$ cat src/rtl/ethpipe_csr.sv
// Slave-bus control/status register file for the Ethernet pipe: global counter, per-channel DMA
// windows, TX slot pointers and a masked interrupt aggregator. Bus data lanes are byte-swapped.
module ethpipe_csr #(
  parameter int unsigned NCH         = 2,
  parameter int unsigned PTR_W       = 14,
  parameter int unsigned BAR         = 0,
  parameter logic [31:0] DMA_BASE    = 32'h1000_0000,
  parameter logic [31:0] DMA_STRIDE  = 32'h0010_0000,
  parameter logic [21:0] DMA_LEN_RST = 22'h01_0000
) (
  input  logic                 clk_125,
  input  logic                 sys_rst,
  input  logic [6:0]           slv_bar_i,
  input  logic                 slv_ce_i,
  input  logic                 slv_we_i,
  input  logic [19:1]          slv_adr_i,
  input  logic [15:0]          slv_dat_i,
  input  logic [1:0]           slv_sel_i,
  output logic [15:0]          slv_dat_o,
  input  logic [NCH-1:0]       ch_intr_i,
  input  logic [NCH*30-1:0]    dma_cur_i,
  input  logic [NCH*PTR_W-1:0] tx_rd_ptr_i,
  output logic [63:0]          global_counter,
  output logic [NCH*2-1:0]     ch_ctrl_o,
  output logic [NCH*20-1:0]    dma_len_o,
  output logic [NCH*30-1:0]    dma_start_o,
  output logic [NCH*PTR_W-1:0] tx_wr_ptr_o,
  output logic                 sys_intr
);

  localparam logic [2:0] BarIdx = 3'(BAR);

  function automatic logic [15:0] merge16(input logic [15:0] old_v, input logic [15:0] new_v,
                                          input logic [1:0] sel);
    merge16 = old_v;
    if (sel[1]) merge16[7:0] = new_v[7:0];
    if (sel[0]) merge16[15:8] = new_v[15:8];
  endfunction

  logic              access, rd_acc, wr_acc;
  logic [10:0]       w;
  logic [15:0]       wv;
  logic [15:0]       rv;
  logic [15:0]       dat_q;
  logic [63:0]       cnt_q, snap_q;
  logic [NCH-1:0]    pend_q, pend_d, mask_q, clr;
  logic [NCH-1:0]    ch_hit;
  logic [NCH-1:0][15:0] ch_rv;
  logic              unused_bar;

  assign access = slv_ce_i & slv_bar_i[BarIdx] & (slv_adr_i[19:12] == 8'd0);
  assign rd_acc = access & ~slv_we_i;
  assign wr_acc = access & slv_we_i;
  assign w      = slv_adr_i[11:1];
  // Undo the lane swap so wv is in register bit order.
  assign wv     = {slv_dat_i[7:0], slv_dat_i[15:8]};
  assign unused_bar = ^slv_bar_i;

  assign slv_dat_o      = dat_q;
  assign global_counter = cnt_q;
  assign sys_intr       = |(pend_q & mask_q);

  always_comb begin
    clr = '0;
    if (wr_acc && (w == 11'h001) && slv_sel_i[1]) clr = wv[NCH-1:0];
    // A new event in the same cycle as its clear must survive.
    pend_d = (pend_q & ~clr) | ch_intr_i;
  end

  always_comb begin
    rv = '0;
    case (w)
      11'h000: rv = {8'(NCH), 8'hE1};
      11'h001: rv = 16'(pend_q);
      11'h002: rv = 16'(mask_q);
      11'h004: rv = cnt_q[15:0];
      11'h005: rv = snap_q[31:16];
      11'h006: rv = snap_q[47:32];
      11'h007: rv = snap_q[63:48];
      default: begin
        for (int i = 0; i < NCH; i++) begin
          if (ch_hit[i]) rv = ch_rv[i];
        end
      end
    endcase
  end

  always_ff @(posedge clk_125 or posedge sys_rst) begin
    if (sys_rst) begin
      cnt_q  <= '0;
      snap_q <= '0;
      pend_q <= '0;
      mask_q <= '0;
      dat_q  <= '0;
    end else begin
      cnt_q  <= cnt_q + 64'd1;
      pend_q <= pend_d;
      if (wr_acc && (w == 11'h002) && slv_sel_i[1]) mask_q <= wv[NCH-1:0];
      if (rd_acc && (w == 11'h004)) snap_q <= cnt_q;
      if (rd_acc) dat_q <= {rv[7:0], rv[15:8]};
    end
  end

  for (genvar n = 0; n < NCH; n++) begin : g_ch
    localparam logic [31:0] StartRst = DMA_BASE + DMA_STRIDE * 32'(n);

    logic [1:0]       ctrl_q;
    logic [19:0]      len_q;
    logic [29:0]      start_q;
    logic [13:0]      start_sh_q;
    logic [PTR_W-1:0] wr_ptr_q;
    logic [7:0]       wr_sh_q;
    logic [29:0]      cur;
    logic [PTR_W-1:0] rd_ptr, free;
    logic [21:0]      len_b;
    logic [31:0]      start_b, cur_b;
    logic [15:0]      len_lo_m, start_lo_m, start_hi_m, ptr_full, rv_ch;
    logic [3:0]       off;
    logic             wr_hit;
    logic             unused_ch;

    assign off       = w[3:0];
    assign ch_hit[n] = (w[10:4] == 7'(n + 1));
    assign wr_hit    = wr_acc & ch_hit[n];
    assign cur       = dma_cur_i[n*30 +: 30];
    assign rd_ptr    = tx_rd_ptr_i[n*PTR_W +: PTR_W];
    // rd - wr - 1 == rd + ~wr; one slot stays reserved so wr == rd reads as empty.
    assign free      = rd_ptr + ~wr_ptr_q;
    assign len_b     = {len_q, 2'b00};
    assign start_b   = {start_q, 2'b00};
    assign cur_b     = {cur, 2'b00};

    assign len_lo_m   = merge16(len_b[15:0], wv, slv_sel_i);
    assign start_lo_m = merge16({start_sh_q, 2'b00}, wv, slv_sel_i);
    assign start_hi_m = merge16(start_b[31:16], wv, slv_sel_i);
    assign ptr_full   = {wv[15:8], slv_sel_i[1] ? wv[7:0] : wr_sh_q};
    assign unused_ch  = ^{ptr_full, len_lo_m[1:0], start_lo_m[1:0]};

    always_ff @(posedge clk_125 or posedge sys_rst) begin
      if (sys_rst) begin
        ctrl_q     <= '0;
        len_q      <= DMA_LEN_RST[21:2];
        start_q    <= StartRst[31:2];
        start_sh_q <= '0;
        wr_ptr_q   <= '0;
        wr_sh_q    <= '0;
      end else if (wr_hit) begin
        case (off)
          4'h0: if (slv_sel_i[1]) ctrl_q <= wv[1:0];
          4'h2: len_q[13:0] <= len_lo_m[15:2];
          4'h3: if (slv_sel_i[1]) len_q[19:14] <= wv[5:0];
          4'h4: start_sh_q <= start_lo_m[15:2];
          4'h5: start_q <= {start_hi_m, start_sh_q};
          4'h8: begin
            if (slv_sel_i[1]) wr_sh_q <= wv[7:0];
            if (slv_sel_i[0]) wr_ptr_q <= ptr_full[PTR_W-1:0];
          end
          default: ;
        endcase
      end
    end

    always_comb begin
      rv_ch = '0;
      case (off)
        4'h0: rv_ch = {14'd0, ctrl_q};
        4'h2: rv_ch = len_b[15:0];
        4'h3: rv_ch = {10'd0, len_b[21:16]};
        4'h4: rv_ch = start_b[15:0];
        4'h5: rv_ch = start_b[31:16];
        4'h6: rv_ch = cur_b[15:0];
        4'h7: rv_ch = cur_b[31:16];
        4'h8: rv_ch = 16'(wr_ptr_q);
        4'h9: rv_ch = 16'(rd_ptr);
        4'hA: rv_ch = 16'(free);
        default: rv_ch = '0;
      endcase
    end

    assign ch_rv[n]                  = rv_ch;
    assign ch_ctrl_o[n*2 +: 2]       = ctrl_q;
    assign dma_len_o[n*20 +: 20]     = len_q;
    assign dma_start_o[n*30 +: 30]   = start_q;
    assign tx_wr_ptr_o[n*PTR_W +: PTR_W] = wr_ptr_q;
  end

endmodule

$ cat config.mk
export PLATFORM = sky130hd
export DESIGN_NAME = ethpipe_csr
export DESIGN_NICKNAME = d
export VERILOG_FILES = /design/src/rtl/ethpipe_csr.sv
export SDC_FILE = /design/constraint.sdc
export NUM_CORES = 1
export LEC_CHECK = 0
export CAP_MARGIN = 0
export CORE_MARGIN = 2
export CORE_UTILIZATION = 54
export DETAILED_ROUTE_END_ITERATION = 10
export PLACE_DENSITY = 0.81
export SETUP_SLACK_MARGIN = 0.2
export SLEW_MARGIN = 20
export SYNTH_ARGS = -nofsm -noshare
export SYNTH_HDL_FRONTEND = slang
export SYNTH_SLANG_ARGS = --single-unit
export TNS_END_PERCENT = 100
$ cat constraint.sdc
create_clock -name clk_125 -period 19.3 [get_ports clk_125]
set_clock_uncertainty 0.1 [all_clocks]
set_input_delay 3.86 -clock clk_125 [delete_from_list [all_inputs] [get_ports clk_125]]
set_output_delay 3.86 -clock clk_125 [all_outputs]
set_load 0.02 [all_outputs]
==> results_dict.tcl <==
set metrics [dict create \
    hpwl_mm 45.0 \
    final_nets 1969 \
    whs_path_depth 2 \
    cp_num_buf_inv 2 \
    num_rows 63 \
    port_buffers 344 \
    path_max_fanout 41 \
    yosysTopAreaCell "dfrtp_1" \
    worstSetupStartpoint "slv_adr_i[1]" \
    min_from "g_ch[0].start_sh_q[3]" \
    syn-cell-area_sq_um 16500 \
    finalSetupViolCount 0 \
    coreArea_sq_um 29800 \
    initial_core_util 0.553 \
    path_cells "buf_4 > buf_4 > nor2b_1 > nand2_1 > o32ai_1 > a2111oi_0 > o211ai_1 > a221oi_1 > a21oi_1" \
    grt_max_degree 101 \
    ys.flop_type "dfrtp_1" \
    synth-seq-cells 308 \
    clk_latency_ns 0.52 \
    clock.fmax_ghz 0.140 \
    slew_headroom 0.236 \
    p_per_area_nw_per_um2 66.9 \
    maxCapViolCount 0 \
    post-route-period-util 0.370 \
    place_congestion 0.972 \
    status "completed" \
    yosysUniqueCellTypes 82 \
    power_mw 1.43 \
    io_pins 351 \
    arrival_ns 7.41 \
    dieArea_sq_um 31900 \
    r2r_start "g_ch[0].wr_ptr_q[0]" \
    hold_path_class "reg2reg" \
    synth-seq-area-share 0.468 \
    grt_use_total 0.384 \
    post-route-min-period_ns 7.13 \
    pre_cts_ws_ns 11.75 \
    crit_top_cell "buf_4" \
    layout-drive-gt1-share 0.174 \
    leakagePower_nw 9.48 \
    ir_drop_v 0.0000687 \
    switching_share 0.245 \
    power.switching_mw 0.350 \
    holdBufCountCts 0 \
    htreeDepth 2 \
    avgRoutedWirePerCell_um 27.7 \
    finalHoldViolCount 0 \
    numClockSinks 308 \
    cts.clk_slew.worst_paths_ns 0.07 \
    cts_tree "yes" \
    die_h_um 179 \
    overflow 0 \
    path_delay_family "compound AO/OA/AOI/OAI gates" \
    yosys.cell_count.top_type "dfrtp_1" \
    slowest_delay_ns 0.77 \
    path_depth 9 \
    ctsResizeCount 0 \
    ys_warn_count 0 \
    drc_errors 0 \
    netlist.area_leader.share 0.460 \
    cts_setup_buffers 0 \
    seq_power_share 0.454 \
    chipWidth_um 179 \
    first_pass_iters 8 \
    syn_to_final_growth_pct 29.5 \
    worst_slew_pin_slew_ns 1.14 \
    avgSynthCellArea_sq_um 11.2 \
    cts_inserted_buffers 34 \
    cts.root.buffer_cell "clkbuf_16" \
    yosys-top-cells-area "dfrtp_1 46%, mux2_2 12%, mux2i_1 4.0%" \
    synth-async-reset-ratio 1.00 \
    cts_max_path_buffers 3 \
    routed_via_density 6.49 \
    p_clk_frac 0.453 \
    rsz0062_at_grt "no" \
    finalMaxSlewViolations 0 \
    tns_ns 0 \
    vias 14396 \
    crit_type "in2reg" \
    critPathLaunchType "primary input" \
    internal-power_mw 1.08 \
    crit_slowest_cell "a2111oi_0" \
    synth_common_cells "303 x dfrtp_1, 173 x mux2_2, 157 x nand2_1" \
    grt_pass1_vias 14348 \
    worst_slack_ns 12.17 \
    wirelength_mm 61.3 \
    combPwrFrac 0.093 \
    antenna_found_initial 2 \
    end_kind "flop" \
    reg2regPathDepth 10 \
    grt_pass1_wl_mm 90.1 \
    drt_iter0_drc 1499 \
    postRouteAntennaNets 0 \
    required_ns 19.58 \
    syn-num-nets 1643 \
    syn_inst 1476 \
    synth_edf_count 0 \
]
area by class of cell:
class	count	area, sq um
Antenna cell	1	2.50
Inverter	41	161
Tap cell	390	488
Timing Repair Buffer	363	3570
Fill cell	2148	8470
Sequential cell	308	7710
Multi-Input combinational cell	1054	8290
Clock inverter	11	91.3
Clock buffer	49	1010
worst reg2reg max path, stage by stage (launching register included):
cell	delay, ns
dfrtp_1	0.42
inv_1	0.09
ha_1	0.23
fa_1	0.44
a211oi_1	0.39
o21ai_0	0.25
a311oi_1	0.47
xnor2_1	0.18
nand2_1	0.08
a221o_1	0.38
a31oi_1	0.16
layout by cell type, fill, tap and decap left out, types with 13 or more instances in the layout:
master / count
a22o_1: 15
a21oi_1: 37
inv_1: 38
nand3_1: 34
xnor2_1: 56
o21ai_0: 51
mux2_2: 173
a221oi_1: 17
buf_4: 20
mux2i_1: 65
o22ai_1: 19
nor3_1: 21
dfrtp_1: 303
ha_1: 27
nand4_1: 20
a22oi_1: 28
clkdlybuf4s50_1: 341
mux4_2: 13
nand2_1: 157
mux2_4: 20
xor2_1: 19
nor2_1: 66
and3_1: 15
clkbuf_16: 35
logic make-up after synthesis:
group                    after synthesis  share of synthesized area
AO/OA/AOI/OAI                        261                      0.111
XOR/XNOR                              75                     0.0399
adder cells (fa/ha/maj)               29                     0.0229
buffers and inverters                114                     0.0293
flip-flops                           308                      0.468
multiplexers                         282                      0.201
AND/OR/NAND/NOR                      407                      0.127
layer usage:
metal  global-route usage  share of wire
met2                0.602           0.46
met1                0.519           0.39
met3               0.0752           0.10
met4                0.171          0.049
met5                    0        0.00038
power by group through the flow:
| stage | combinational [mW] | sequential, mW | clock (mW) |
|---|---|---|---|
| after global placement | 0.128 | 0.659 | 0 |
| after detailed placement | 0.129 | 0.659 | 0 |
| after CTS | 0.130 | 0.647 | 0.649 |
| after floorplan | 0.0645 | 0.660 | 0 |
| after global routing | 0.140 | 0.647 | 0.673 |
| final | 0.133 | 0.647 | 0.646 |
sequential cells by signal, indices dropped and copies added, names as in the netlist:
register,count
slv_dat_o,16
global_counter,64
mask_q,2
g_ch.wr_sh_q,16
g_ch.start_q,60
g_ch.ctrl_q,4
pend_q,2
g_ch.start_sh_q,28
snap_q,48
g_ch.wr_ptr_q,28
g_ch.len_q,40
stage by stage:
stage                     utilization  cells  hold WS [ns]  area [sq um]
after floorplan                     -   1476         0.340         16500
after global placement          0.679   2156         0.349         20200
after detailed placement        0.679   2156         0.356         20200
after CTS                       0.716   2216         0.370         21300
after global routing            0.716   2216         0.398         21300
final                           0.716   2217         0.369         21300
worst paths after layout:
path                       slack, ns             endpoint
max                            12.17         slv_dat_o[2]
min                             0.37   g_ch[0].start_q[3]
max reg2reg                    16.04         slv_dat_o[4]
min reg2reg                     0.37   g_ch[0].start_q[3]
max in group asynchronous      13.16  g_ch[1].start_q[12]
min in group asynchronous       3.78  g_ch[0].start_q[15]
No activity file was read; power rests on OpenSTA's default activity.
